===== config.mk =====
export PLATFORM = sky130hd
export DESIGN_NAME = pc_next_unit_flat
export DESIGN_NICKNAME = d
export VERILOG_FILES = /design/src/rtl/pc_next_unit_pkg.sv /design/src/rtl/pc_next_unit_if.sv /design/src/rtl/pc_next_unit_next_pc_sel.sv /design/src/rtl/pc_next_unit.sv /design/src/flat_wrapper.sv
export SDC_FILE = /design/constraint.sdc
export NUM_CORES = 1
export LEC_CHECK = 0
export CAP_MARGIN = 20
export CELL_PAD_IN_SITES_DETAIL_PLACEMENT = 0
export CELL_PAD_IN_SITES_GLOBAL_PLACEMENT = 1
export CORE_MARGIN = 3
export CORE_UTILIZATION = 37
export CTS_CLUSTER_DIAMETER = 80
export DETAILED_ROUTE_END_ITERATION = 16
export HOLD_SLACK_MARGIN = 0.08
export PLACE_DENSITY = 0.85
export REMOVE_ABC_BUFFERS = 1
export SKIP_LAST_GASP = 1
export SYNTH_ARGS = -nofsm -noshare
export SYNTH_HDL_FRONTEND = slang
export SYNTH_SLANG_ARGS = --single-unit

===== constraint.sdc =====
create_clock -name clk -period 9.34 [get_ports clk]
set_clock_uncertainty 0.1 [all_clocks]
set_input_delay 2.802 -clock clk [delete_from_list [all_inputs] [get_ports clk]]
set_output_delay 2.802 -clock clk [all_outputs]
set_load 0.1 [all_outputs]

===== src/rtl/pc_next_unit_pkg.sv =====
// Shared encodings for the PC stage: FSM states, default increment and next-PC source select.
package pc_pkg;

   localparam logic [1:0] ST_IDLE   = 2'd0;
   localparam logic [1:0] ST_ISSUE  = 2'd1;
   localparam logic [1:0] ST_HALTED = 2'd2;

   localparam int INC_DEFAULT = 4;

   typedef enum logic [1:0] {
      SEL_SEQ = 2'd0,
      SEL_BR  = 2'd1,
      SEL_JMP = 2'd2
   } pc_sel_e;

endpackage


===== src/rtl/pc_next_unit_if.sv =====
// Fetch request bus between the PC stage (master) and instruction memory (slave).
interface pc_next_unit_if #(
   parameter int WIDTH = 32
);
   logic [WIDTH-1:0] pc;
   logic [WIDTH-1:0] pc_plus;
   logic             fetch_valid;
   logic             fetch_ready;

   modport master (
      output pc,
      output pc_plus,
      output fetch_valid,
      input  fetch_ready
   );

   modport slave (
      input  pc,
      input  pc_plus,
      input  fetch_valid,
      output fetch_ready
   );
endinterface


===== src/rtl/pc_next_unit_next_pc_sel.sv =====
// Combinational next-PC select: sequential vs branch, then that result vs jump target.
module next_pc_sel
   import pc_pkg::*;
#(
   parameter int WIDTH = 32,
   parameter int INC   = INC_DEFAULT
) (
   input  logic [WIDTH-1:0] pc,
   input  logic [WIDTH-1:0] imm,
   input  logic [WIDTH-1:0] jtarget,
   input  logic             branch,
   input  logic             zero,
   input  logic             jump,
   output logic [WIDTH-1:0] next_pc
);

   localparam logic [WIDTH-1:0] INC_W = WIDTH'(INC);

   logic [WIDTH-1:0] seq_target;
   logic [WIDTH-1:0] br_target;
   logic [WIDTH-1:0] br_or_seq;
   pc_sel_e          sel;

   assign seq_target = pc + INC_W;
   assign br_target  = pc + imm;

   // Jump outranks a taken branch.
   assign sel = jump            ? SEL_JMP :
                (branch & zero) ? SEL_BR  : SEL_SEQ;

   assign br_or_seq = (sel == SEL_BR)  ? br_target : seq_target;
   assign next_pc   = (sel == SEL_JMP) ? jtarget   : br_or_seq;

endmodule


===== src/rtl/pc_next_unit.sv =====
// PC stage: holds the PC, issues it over a valid/ready fetch handshake and counts accepted fetches.
// Optional alignment trap enabled by defining PC_ALIGN_CHECK_EN.
module pc_next_unit
   import pc_pkg::*;
#(
   parameter int               WIDTH    = 32,
   parameter logic [WIDTH-1:0] RESET_PC = 32'h0000_0000,
   parameter int               INC      = INC_DEFAULT
) (
   input  logic             clk,
   input  logic             rst,
   input  logic             stall,
   input  logic             branch,
   input  logic             zero,
   input  logic             jump,
   input  logic [WIDTH-1:0] imm,
   input  logic [WIDTH-1:0] jtarget,
   input  logic             halt,
   output logic [WIDTH-1:0] fetch_count,
   output logic             err,
   pc_next_unit_if.master   fetch
);

   localparam logic [WIDTH-1:0] INC_W = WIDTH'(INC);

   logic [1:0]       state_reg, state_next;
   logic [WIDTH-1:0] pc_reg, pc_next;
   logic [WIDTH-1:0] count_reg, count_next;
   logic [WIDTH-1:0] sel_pc;
   logic [WIDTH-1:0] load_pc;
   logic             accept;
   logic             misaligned;

   next_pc_sel #(
      .WIDTH (WIDTH),
      .INC   (INC)
   ) u_sel (
      .pc      (pc_reg),
      .imm     (imm),
      .jtarget (jtarget),
      .branch  (branch),
      .zero    (zero),
      .jump    (jump),
      .next_pc (sel_pc)
   );

`ifdef PC_ALIGN_CHECK_EN
   assign misaligned = |sel_pc[1:0];
   assign load_pc    = {sel_pc[WIDTH-1:2], 2'b00};
`else
   assign misaligned = 1'b0;
   assign load_pc    = sel_pc;
`endif

   assign fetch.fetch_valid = (state_reg == ST_ISSUE);
   assign fetch.pc          = pc_reg;
   assign fetch.pc_plus     = pc_reg + INC_W;
   assign fetch_count       = count_reg;

   assign accept = fetch.fetch_valid & fetch.fetch_ready & ~stall;

   always_comb begin
      state_next = state_reg;
      pc_next    = pc_reg;
      count_next = count_reg;
      case (state_reg)
         ST_IDLE: state_next = ST_ISSUE;
         ST_ISSUE: begin
            if (accept) begin
               pc_next    = load_pc;
               count_next = (&count_reg) ? count_reg : count_reg + WIDTH'(1);
               if (halt || misaligned)
                  state_next = ST_HALTED;
            end
         end
         ST_HALTED: state_next = ST_HALTED;
         default:   state_next = ST_IDLE;
      endcase
   end

   always_ff @(posedge clk or posedge rst) begin
      if (rst) begin
         state_reg <= ST_IDLE;
         pc_reg    <= RESET_PC;
         count_reg <= '0;
      end else begin
         state_reg <= state_next;
         pc_reg    <= pc_next;
         count_reg <= count_next;
      end
   end

`ifdef PC_ALIGN_CHECK_EN
   logic err_reg;

   // Sticky until reset; only a misaligned target that is actually accepted trips it.
   always_ff @(posedge clk or posedge rst) begin
      if (rst)
         err_reg <= 1'b0;
      else if (accept && misaligned)
         err_reg <= 1'b1;
   end

   assign err = err_reg;
`else
   assign err = 1'b0;
`endif

endmodule


===== src/flat_wrapper.sv =====
// flat-port wrapper written by rule: the top's interface ports become plain ports
module pc_next_unit_flat import pc_pkg::*;
#(
   parameter int               WIDTH    = 32,
   parameter logic [WIDTH-1:0] RESET_PC = 32'h0000_0000,
   parameter int               INC      = INC_DEFAULT
)
  (clk, rst, stall, branch, zero, jump, imm, jtarget, halt, fetch_count, err, fetch_pc, fetch_pc_plus, fetch_fetch_valid, fetch_fetch_ready);
  pc_next_unit_if #(.WIDTH(WIDTH)) fetch_i ();
  input  logic clk;
  input  logic rst;
  input  logic stall;
  input  logic branch;
  input  logic zero;
  input  logic jump;
  input  logic [WIDTH-1:0] imm;
  input  logic [WIDTH-1:0] jtarget;
  input  logic halt;
  output logic [WIDTH-1:0] fetch_count;
  output logic err;
  output wire logic [$bits(fetch_i.pc)-1:0] fetch_pc;
  output wire logic [$bits(fetch_i.pc_plus)-1:0] fetch_pc_plus;
  output wire logic [$bits(fetch_i.fetch_valid)-1:0] fetch_fetch_valid;
  input wire logic [$bits(fetch_i.fetch_ready)-1:0] fetch_fetch_ready;
  assign fetch_pc = fetch_i.pc;
  assign fetch_pc_plus = fetch_i.pc_plus;
  assign fetch_fetch_valid = fetch_i.fetch_valid;
  assign fetch_i.fetch_ready = fetch_fetch_ready;
  pc_next_unit #(.WIDTH(WIDTH), .RESET_PC(RESET_PC), .INC(INC)) u_core (.clk(clk), .rst(rst), .stall(stall), .branch(branch), .zero(zero), .jump(jump), .imm(imm), .jtarget(jtarget), .halt(halt), .fetch_count(fetch_count), .err(err), .fetch(fetch_i));
endmodule

Yosys cells after proc, flatten, opt, wreduce, memory -nomap -nowiden
Cells that the tools add are included.
Widths: inputs -> output; s select.
{"block": "word_totals", "reg_bits": 66, "elab_cells": 29, "out_inout_bits": 98}
{"block": "op_classes", "n_mux": 7, "n_eq_ne": 6, "addsub": 3, "n_bitwise": 5, "n_reduce_logical": 5}
{"op": "$mux 32", "n": 2}
{"op": "$add 32x1->32 const B", "n": 1}
{"op": "$add 32x3->32 const B", "n": 1}
{"op": "$add 32x32->32", "n": 1}
{"op": "$reduce_and 32->1", "n": 1}
{"op": "$mux 2", "n": 3}
{"op": "$pmux 2 s3", "n": 1}
{"op": "$eq 2x1->1 const B", "n": 2}
{"op": "$eq 2x2->1 const B", "n": 2}
{"op": "$ne 2x2->1 const B", "n": 2}
{"op": "$reduce_and 2->1", "n": 2}
{"op": "$and 1x1->1", "n": 3}
{"op": "$reduce_and 3->1", "n": 1}
{"op": "$logic_not 2->1", "n": 1}
{"op": "$not 1->1", "n": 2}
{"op": "$mux 1", "n": 1}

Longest topological paths before layout
Gate-level depths: netlist of the first run.
{"block": "depth", "depth_word": 6, "depth_mapped": 12}

Modules after synthesis
Synthesis of the first run repeated with hierarchy kept, for this count alone.
{"block": "unflattened", "hier_cells": 834, "area_unflattened_um2": 6369.9}
{"module": "pc_next_unit", "cells_per_inst": 385, "area_each_um2": 3445.8, "seq_area_each_um2": 1651.6, "n_inst": 1}
{"module": "next_pc_sel", "cells_per_inst": 449, "area_each_um2": 2924.1, "seq_area_each_um2": 0.0, "n_inst": 1}

Worst setup path before layout of the first run
OpenSTA, ideal clock, no wires.
{"block": "synth_timing", "path_type": "register to output", "start": "register u_core.pc_reg[6], in the netlist u_core.fetch.pc[6]", "end": "output fetch_pc_plus[29]", "path_slack_ns": 2.470, "path_stages_with_launch": 7, "arrival_time_ns": 3.968, "path_buffers": 0, "cell_sequence": "dfrtp_1 nand4_1 nor3_1 nand4_1 nor2_1 nand3_1 xnor2_1"}
{"block": "synth_via", "elab_chain_cells": 1}
{"element": "start, declared", "line": "pc_next_unit.sv:27", "text": "logic [WIDTH-1:0] pc_reg, pc_next;"}
{"element": "start signal, assigned", "line": "pc_next_unit.sv:88", "text": "pc_reg <= pc_next;"}
{"element": "$add 32x3->32", "line": "pc_next_unit.sv:57", "text": "assign fetch.pc_plus = pc_reg + INC_W;"}
{"element": "end, declared", "line": "flat_wrapper.sv:22", "text": "output wire logic [$bits(fetch_i.pc_plus)-1:0] fetch_pc_plus;"}
No other way between the ends.

Worst setup path after layout of the first run
{"block": "layout_timing", "start": "register u_core.pc_reg[16], in the netlist u_core.fetch.pc[16]", "end": "output fetch_pc_plus[31]"}
The elaborated chain is that of the path after synthesis.

==> results of run 1 <==
-- routing by layer --
layer / up-vias / share of wire (%) / track usage (%)
li1: 2771 / - / -
met1: 2759 / 44 / 28.7
met5: - / 0 / 0
met3: 31 / 7.6 / 5.33
met2: 218 / 47 / 37.1
met4: 0 / 1.9 / 6.93
-- area by class of cell --
cell class	count	area (um^2)
Clock buffer	10	229
Clock inverter	6	66.3
Fill cell	1374	6940
Inverter	22	82.6
Multi-Input combinational cell	559	3660
Sequential cell	66	1650
Tap cell	184	230
Timing Repair Buffer	174	1730
-- final timing paths --
path	startpoint	to	slack (ns)	cells past startpoint
min reg2reg	u_core.fetch_count[30]	u_core.fetch_count[30]	0.40	1
max reg2reg	u_core.fetch.pc[4]	u_core.fetch.pc[31]	5.86	10
max in group asynchronous	rst	u_core.fetch.pc[7]	5.55	3
min	u_core.fetch_count[30]	u_core.fetch_count[30]	0.40	1
min in group asynchronous	rst	u_core.state_reg[1]	2.95	3
max	u_core.fetch.pc[16]	fetch_pc_plus[31]	2.63	7
-- logic make-up (layout without fill, tap and decap cells) --
logic type | Yosys count | in the layout | share of synthesized area (%)
adder cells (fa/ha/maj) | 36 | 36 | 8.29
multiplexers | 4 | 4 | 0.747
buffers and inverters | 53 | 212 | 3.87
AO/OA/AOI/OAI | 178 | 178 | 21.4
flip-flops | 66 | 66 | 29.9
other | 1 | 1 | 0.0679
AND/OR/NAND/NOR | 255 | 255 | 22.3
XOR/XNOR | 85 | 85 | 13.5
-- stage by stage --
step	instances	cell area, um^2	hold WS (ns)	setup slack (ns)
finish	1021	7650	0.396	2.63
global route	1021	7650	0.410	2.43
CTS	1021	7650	0.398	2.62
detailed placement	1005	7350	0.386	3.03
global placement	1005	7350	0.376	3.03
floorplan	647	5400	0.422	2.47
-- cells in the final DEF (no fill, tap or decap), types with 3 or more instances in the layout --
cell,instances
ha_1,35
nand4_1,17
nand3_1,37
clkdlybuf4s50_1,168
dfrtp_1,66
a21o_1,15
xnor2_1,60
o211ai_1,8
or3_1,4
and2_1,9
a211oi_1,8
nand2b_1,3
o221ai_1,3
and4_1,4
and3_1,12
nor2b_1,4
nor4_1,5
o21ai_0,30
a31oi_1,15
inv_1,20
o2111ai_1,3
nand2_1,89
o21ai_1,18
xor2_1,25
buf_4,6
nor2_1,45
clkbuf_16,9
or4_1,3
nor3_1,13
nand3b_1,4
o31ai_1,5
o21bai_1,7
mux2i_1,3
clkinvlp_4,3
a21oi_1,36
a22oi_1,4
==> metrics.md, run 1 <==
| Metric | Value |
|---|---|
| Area leader, netlist | `dfrtp_1` |
| CP arrival | `3.81 ns` |
| Via Count | `about 5800` |
| Maxcap violations | `0` |
| CP Class | `flip-flop to output port` |
| Routed WL | `~19000 um` |
| Maximum clock rate | `149 MHz` |
| Mapped cell area | `roughly 5500 um^2` |
| Most used DFF post-synth | `dfrtp_1` |
| Vias in the first global route | `~5700` |
| Layout cells sized above 1 | `~3.8%` |
| GR Overflow Total | `0` |
| NumNets Final | `940` |
| Die height | `around 130 um` |
| Clk buf depth | `2` |
| Htree depth | `3` |
| Final setup vio count | `0` |
| Initial antenna violation count | `0` |
| Worst slew margin | `between 20% and 30%` |
| RSZ-0062 raised after global routing | `no` |
| Post-cts sizing count | `0` |
| Die area | `about 16000 um^2` |
| Tmin final | `6.71 ns` |
| Final core utilization | `52.4%` |
| Cts hold-fix bufs | `0` |
| Distinct cells, synth | `67` |
| Post-synth top cells | `nand2_1, dfrtp_1, xnor2_1, nor2_1, nand3_1` |
| Max-slew violation count | `0` |
| Most common cell in the netlist | `nand2_1` |
| Final Hold Viols | `0` |
| First-pass DRT Iterations | `5` |
| Slowest cell on crit path | `clkdlybuf4s50_1` |
| Register bit total from synthesis | `66` |
| Area share of the largest cell type after synthesis | `~30%` |
| Post-CTS Setup Inserts | `0` |
| Mapped Avg Cell Area | `8.15 um^2` |
| Hold WC Path Type | `flip-flop to flip-flop` |
| Diodes inserted | `0` |
| Setup TNS Final | `0 ns` |
| Io pins | `170` |
| Crit start category | `flip-flop` |
| Status | `finished, final reports clean` |
| Worst-Margin Slew | `around 1.1 ns` |
| Synth top area cells | `dfrtp_1, xnor2_1, ha_1, nand2_1, xor2_1` |
| Post-synth EDFFs | `0` |
| CP max FO | `7` |
| Area growth, synth to finish | `38.4%` |
| Crit path max-delay family | `simple AND/OR/NAND/NOR gates` |
| FP Rows | `44` |
| CTS Root Cell | `clkbuf_16` |
| Clk_lat worst skew | `0.35 ns` |
| WL/cell | `between 15 and 20 um` |
| HPWL Detailed | `about 14000 um` |
| DRC | `0` |
| Largest net degree at the start of global routing | `67` |
| Die X-Extent | `around 130 um` |
| Register area share after synthesis | `between 20 and 30%` |
| Synth warn | `0` |
| Antenna viol nets, final | `0` |
| First-pass GRT wire length | `between 20000 and 30000 um` |
| Drt via density | `roughly 5.7` |
| Gate Count Post-Synth | `~680` |
| Gp weighted congestion | `around 0.89` |
| # clock sinks | `66` |
| Clock buffer count from CTS | `9` |
| Total GRT Usage | `roughly 22%` |
| Worst setup EP type | `output port` |
| Drt initial violations | `405` |
| IO Port Bufs | `168` |
| Async SR Flop Fraction | `between 90% and 100%` |
| Reg clk slew, reported paths | `~0.06 ns` |
| CTS tree | `yes` |
| Critical path required time | `~6.4 ns` |
| Fin crit share | `between 70% and 80%` |
| Crit-path cells | `nand3_1 -> or4_1 -> nor3_1 -> nand2_1 -> nor4_1 -> xor2_1 -> clkdlybuf4s50_1` |
| Initial core utilization | `~38%` |
| Critical Path Max Stage Delay | `around 1.2 ns` |
| Core Area | `approximately 15000 um^2` |
| CP bufs+invs | `1` |
Power of run 1 is not shown: default switching activity piles up to over one toggle a cycle in this logic, so the estimate is an artifact.
==> run 2: changes to the inputs <==
CORE_UTILIZATION = 31   (was 37)
PLACE_DENSITY = 0.76   (was 0.85)
clock period = 5.43 ns   (was 9.34 ns; I/O delays follow)
==> run 2 against run 1 <==
Net effect:
- non-clock buffer count is 3 higher
- hold slack worse by 0.0018 ns
- sequential share of layout area is 0.12 points lower
- first-iteration DRC count is 18% lower
- count of clock-buffer cells in the layout is 1 lower
- final area is 0.56% higher
- critical path depth stayed put
- register-to-register slack worse by 3.8 ns
- setup slack worse by 2.0 ns
- global-route usage is 2.8 points lower
==> metrics.md, run 2 (synthesis results as in run 1) <==
| Metric | Value |
|---|---|
| # clock sinks | `66 (unchanged)` |
| Critical path required time | `3.70 ns (-2.74 ns)` |
| Vias in the first global route | `5542 (-2.4%)` |
| IO Port Bufs | `168 (unchanged)` |
| CTS tree | `yes` |
| CP max FO | `7 (unchanged)` |
| CP arrival | `3.05 ns (-0.76 ns)` |
| Hold WC Path Type | `flip-flop to flip-flop` |
| Post-cts sizing count | `0 (unchanged)` |
| Die height | `140 um (+8.8%)` |
| NumNets Final | `943 (+0.32%)` |
| Clk_lat worst skew | `0.34 ns (about the same)` |
| Initial antenna violation count | `1 (+1)` |
| R2R cell count | `10 (unchanged)` |
| Final core utilization | `44.3% (-8.1 points)` |
| Gp weighted congestion | `0.832 (-7.0%)` |
| Worst setup EP type | `output port` |
| DRC | `0 (unchanged)` |
| Core Area | `17400 um^2 (+19%)` |
| Largest net degree at the start of global routing | `43 (-36%)` |
| First-pass DRT Iterations | `7 (+2)` |
| Final setup vio count | `0 (unchanged)` |
| Layout cells sized above 1 | `7.26% (+3.4 points)` |
| Crit start category | `flip-flop` |
| Most frequent cells in the layout | `clkdlybuf4s50_1, nand2_1, dfrtp_1` |
| Drt initial violations | `332 (-18%)` |
| Htree depth | `3 (unchanged)` |
| Fillers | `1795 (+31%)` |
| Post-Place Setup Slack | `0.535 ns (-2.49 ns)` |
| Tmin final | `4.78 ns` |
| Initial core utilization | `31.8% (-6.0 points)` |
| Die area | `19500 um^2 (+18%)` |
| Slowest cell on crit path | `or4_1` |
| Setup TNS Final | `0 ns (unchanged)` |
| Fin crit share | `roughly 90%` |
| FP Rows | `48 (+9.1%)` |
| CTS Root Cell | `clkbuf_16` |
| Worst-Margin Slew | `1.01 ns (-0.0539 ns)` |
| Routed WL | `19100 um (+3.2%)` |
| Clock buffer count from CTS | `9 (unchanged)` |
| Fin Hold WS | `0.394 ns (-0.00178 ns)` |
| Die X-Extent | `140 um (+8.8%)` |
| Final Hold Viols | `0 (unchanged)` |
| Diodes inserted | `0 (unchanged)` |
| Drt via density | `5.28 (-6.7%)` |
| Maxcap violations | `0 (unchanged)` |
| First-pass GRT wire length | `30500 um (+4.0%)` |
| Post-CTS Setup Inserts | `0 (unchanged)` |
| Total GRT Usage | `19.5% (-2.8 points)` |
| Antenna viol nets, final | `0 (unchanged)` |
| Critical Path Max Stage Delay | `0.60 ns (-0.56 ns)` |
| CP Class | `flip-flop to output port` |
| Commonest non-fill, non-tap cell in the layout | `clkdlybuf4s50_1` |
| WL/cell | `17.9 um (-1.1%)` |
| Fin worst setup slack | `0.651 ns (-1.98 ns)` |
| Max-slew violation count | `0 (unchanged)` |
| Area growth, synth to finish | `39.2%` |
| Clk buf depth | `2 (unchanged)` |
| Worst slew margin | `32.6% (+3.6 points)` |
| Reg clk slew, reported paths | `0.06 ns (about the same)` |
| Hold path depth | `1 (unchanged)` |
| Io pins | `170 (unchanged)` |
| GR Overflow Total | `0 (unchanged)` |
| RSZ-0062 raised after global routing | `no` |
| Status | `finished, final reports clean` |
| HPWL Detailed | `14800 um (+8.1%)` |
| Maximum clock rate | `209 MHz` |
| Crit-path cells | `nand3_1 -> or4_1 -> nor3_1 -> nand2_1 -> nor4_1 -> xor2_1 -> buf_4` |
| Cts hold-fix bufs | `0 (unchanged)` |
| Via Count | `5623 (-2.7%)` |
## run 2: changes by cell type in the layout (fill, tap and decap cells not counted), sizes merged
cell,delta
buf,+28
clkdlybuf4s50,-25
bufinv,+1
clkbuf,-1
clkinvlp,-1
inv,+1
## run 2: worst max-delay path, delay by kind of cell, from the launching register on
family | cells | cell delay (ns)
DFF | 1 | 0.50
buffers and inverters | 1 | 0.31
xor gates and xnor gates | 1 | 0.20
and+or+nand+nor | 5 | 1.69
## run 2: routing by layer
metal  GRT usage, %  part of all wire, %  up-vias
met4           4.38                 0.99        2
met1           28.1                   48     2640
met2           30.1                   44      183
met5              0                0.058        -
met3           4.23                  6.9       14
li1               -                    -     2784
## run 2: through the flow
step | std cells | area [um^2]
3_5_place_dp | 1049 | 7370
5_1_grt | 1065 | 7690
2_1_floorplan | 647 | 5400
3_3_place_gp | 1049 | 7370
4_1_cts | 1065 | 7690
6_report | 1065 | 7690
## run 2: worst paths after layout
check / start / end / slack [ns]
hold reg to reg: u_core.fetch_count[25] / u_core.fetch_count[25] / 0.39
setup / recovery: u_core.fetch.pc[14] / fetch_pc_plus[31] / 0.65
hold / removal: u_core.fetch_count[25] / u_core.fetch_count[25] / 0.39
setup reg to reg: u_core.fetch.pc[4] / u_core.fetch.pc[31] / 2.08
min in group asynchronous: rst / u_core.fetch_count[25] / 1.70
max in group asynchronous: rst / u_core.fetch.pc[0] / 2.60
## run 2: layout make-up
class | instances | area (um^2) | area share (%)
Multi-Input combinational cell | 559 | 3660 | 47.6
Timing Repair Buffer | 177 | 1690 | 21.9
Sequential cell | 66 | 1650 | 21.5
Tap cell | 225 | 282 | 3.66
Clock buffer | 9 | 225 | 2.93
Clock inverter | 7 | 101 | 1.32
Inverter | 22 | 82.6 | 1.07
Power of run 2 is left out for the same reason.
==> run 3: changes to the inputs <==
CTS_CLUSTER_SIZE = 40   (was default)
GPL_ROUTABILITY_DRIVEN = 1   (was default)
REMOVE_ABC_BUFFERS = default   (was 1)
==> run 3 against run 2 <==
Net effect:
- hold slack barely moved
- global-route usage about the same
- fmax shrank 2.7%
- first-iteration DRC count grew 12%
- routed wire length up 0.74%
- die area unchanged
- cell count shrank 0.28%
- register-to-register slack worse by 0.02 ns
==> metrics.md, run 3 (synthesis results as in run 1) <==
| Metric | Value |
|---|---|
| Hold WC Path Type | `flip-flop to flip-flop` |
| Status | `finished, final reports clean` |
| Gp weighted congestion | `0.881 (+6.0%)` |
| Drt via density | `5.29 (+0.28%)` |
| Most frequent cells in the layout | `clkdlybuf4s50_1, nand2_1, dfrtp_1` |
| Worst slew margin | `33.3% (+0.66 points)` |
| Initial core utilization | `31.8% (unchanged)` |
| First-pass GRT wire length | `30500 um (about the same)` |
| Clock buffer count from CTS | `9 (unchanged)` |
| NumNets Final | `940 (-0.32%)` |
| Cts hold-fix bufs | `0 (unchanged)` |
| Worst-Margin Slew | `0.998 ns (-0.00993 ns)` |
| Via Count | `5623 (unchanged)` |
| Htree depth | `3 (unchanged)` |
| Crit-path cells | `nand3_1 -> or4_1 -> nor3_1 -> nand2_1 -> nor4_1 -> xor2_2 -> buf_4` |
| Final setup vio count | `0 (unchanged)` |
| CTS Root Cell | `clkbuf_16` |
| Drt initial violations | `373 (+12%)` |
| Layout cells sized above 1 | `8.00% (+0.74 points)` |
| Tmin final | `4.91 ns (+0.133 ns)` |
| Die area | `19500 um^2 (unchanged)` |
| Grt peak-use layer | `met2` |
| CP bufs+invs | `1 (unchanged)` |
| Fin crit share | `90.5% (+2.5 points)` |
| Worst R2R Setup Slack | `2.06 ns (-0.02 ns)` |
| Fillers | `1782 (-0.72%)` |
| Reg clk slew, reported paths | `0.06 ns (about the same)` |
| Setup TNS Final | `0 ns (unchanged)` |
| Post-cts sizing count | `0 (unchanged)` |
| Core Area | `17400 um^2 (unchanged)` |
| # clock sinks | `66 (unchanged)` |
| Largest net degree at the start of global routing | `43 (unchanged)` |
| Clk_lat worst skew | `0.34 ns (about the same)` |
| HPWL Detailed | `14600 um (-1.8%)` |
| CP Class | `flip-flop to output port` |
| First-pass DRT Iterations | `6 (-1)` |
| Io pins | `170 (unchanged)` |
| Total GRT Usage | `19.5% (about the same)` |
| Multi-input gate area | `3730 um^2 (+1.8%)` |
| Final Hold Viols | `0 (unchanged)` |
| Fin worst setup slack | `0.517 ns (-0.133 ns)` |
| CP max FO | `7 (unchanged)` |
| CTS tree | `yes` |
| DRC | `0 (unchanged)` |
| Syn Nets | `786` |
| Global Route met1 Usage | `28.3% (+0.22 points)` |
| Post-CTS Setup Inserts | `0 (unchanged)` |
| RSZ-0062 raised after global routing | `no` |
| Post-Place Setup Slack | `0.470 ns (-0.0644 ns)` |
| GR Overflow Total | `0 (unchanged)` |
| Die height | `140 um (unchanged)` |
| Area growth, synth to finish | `39.4%` |
| IO Port Bufs | `168 (unchanged)` |
| Met3 Track Usage GR | `3.54% (-0.69 points)` |
| DP Area | `7410 um^2 (+0.54%)` |
| WL/cell | `18.1 um (+1.0%)` |
| Clk buf depth | `2 (unchanged)` |
| FP Rows | `48 (unchanged)` |
| CP arrival | `3.18 ns (+0.13 ns)` |
| Critical Path Max Stage Delay | `0.66 ns (+0.06 ns)` |
| Commonest non-fill, non-tap cell in the layout | `clkdlybuf4s50_1` |
| Post-route cell area | `7700 um^2 (+0.13%)` |
| Worst setup EP type | `output port` |
| Initial antenna violation count | `0 (-1)` |
| Max-slew violation count | `0 (unchanged)` |
| Slowest cell on crit path | `nor4_1` |
| Diodes inserted | `0 (unchanged)` |
| Routed WL | `19200 um (+0.74%)` |
| Vias in the first global route | `5374 (-3.0%)` |
| Crit path max-delay family | `simple AND/OR/NAND/NOR gates` |
| Reg area | `1650 um^2 (unchanged)` |
| Antenna viol nets, final | `0 (unchanged)` |
| Maximum clock rate | `204 MHz (-2.7%)` |
| Maxcap violations | `0 (unchanged)` |
| Die X-Extent | `140 um (unchanged)` |
| GR Layer Usage met2 | `29.8% (-0.25 points)` |
| Crit start category | `flip-flop` |
| Critical path required time | `3.70 ns (about the same)` |
[run 3: cell count changes in the layout (fill, tap and decap cells not counted)]
| cell | previous run | this run |
|---|---|---|
| xnor2_2 | 0 | 6 |
| clkdlybuf4s50_1 | 143 | 142 |
| xor2_2 | 0 | 3 |
| xnor2_1 | 60 | 54 |
| buf_2 | 0 | 1 |
| clkinv_2 | 0 | 1 |
| clkbuf_1 | 0 | 1 |
| bufinv_16 | 2 | 1 |
| buf_4 | 34 | 31 |
| inv_6 | 2 | 0 |
| clkinv_4 | 1 | 2 |
| xor2_1 | 25 | 22 |
[run 3: layout make-up]
| cell class | count | share of cell area, % |
|---|---|---|
| multi-input combinational | 559 | 48.4 |
| clock buffer | 10 | 2.97 |
| timing repair buffer | 174 | 21.5 |
| sequential | 66 | 21.4 |
| tap | 225 | 3.65 |
| inverter | 22 | 1.07 |
| clock inverter | 6 | 0.877 |
[run 3: metrics by stage]
| stage | util (%) | hold slack (ns) | std cells |
|---|---|---|---|
| after floorplan | - | 0.422 | 678 |
| after global placement | 42.7 | 0.382 | 1046 |
| after detailed placement | 42.7 | 0.392 | 1046 |
| after CTS | 44.4 | 0.399 | 1062 |
| after global routing | 44.4 | 0.416 | 1062 |
| final | 44.4 | 0.394 | 1062 |
[run 3: worst paths after layout]
check / from / endpoint / cells after the start
setup reg to reg: u_core.fetch.pc[4] / u_core.fetch.pc[31] / 10
min in group asynchronous: rst / u_core.fetch.pc[6] / 2
hold reg to reg: u_core.fetch_count[30] / u_core.fetch_count[30] / 1
setup / recovery: u_core.fetch.pc[16] / fetch_pc_plus[31] / 7
hold / removal: u_core.fetch_count[30] / u_core.fetch_count[30] / 1
max in group asynchronous: rst / u_core.fetch.pc[2] / 3
[run 3: per-layer routing]
| metal | routed length (um) | part of all wire [%] | up-vias |
|---|---|---|---|
| met1 | 9260 | 48 | 2683 |
| met3 | 1050 | 5.4 | 19 |
| met4 | 323 | 1.7 | 0 |
| met5 | 0 | 0 | - |
| li1 | - | - | 2750 |
| met2 | 8620 | 45 | 171 |
Power of run 3 is left out for the same reason.
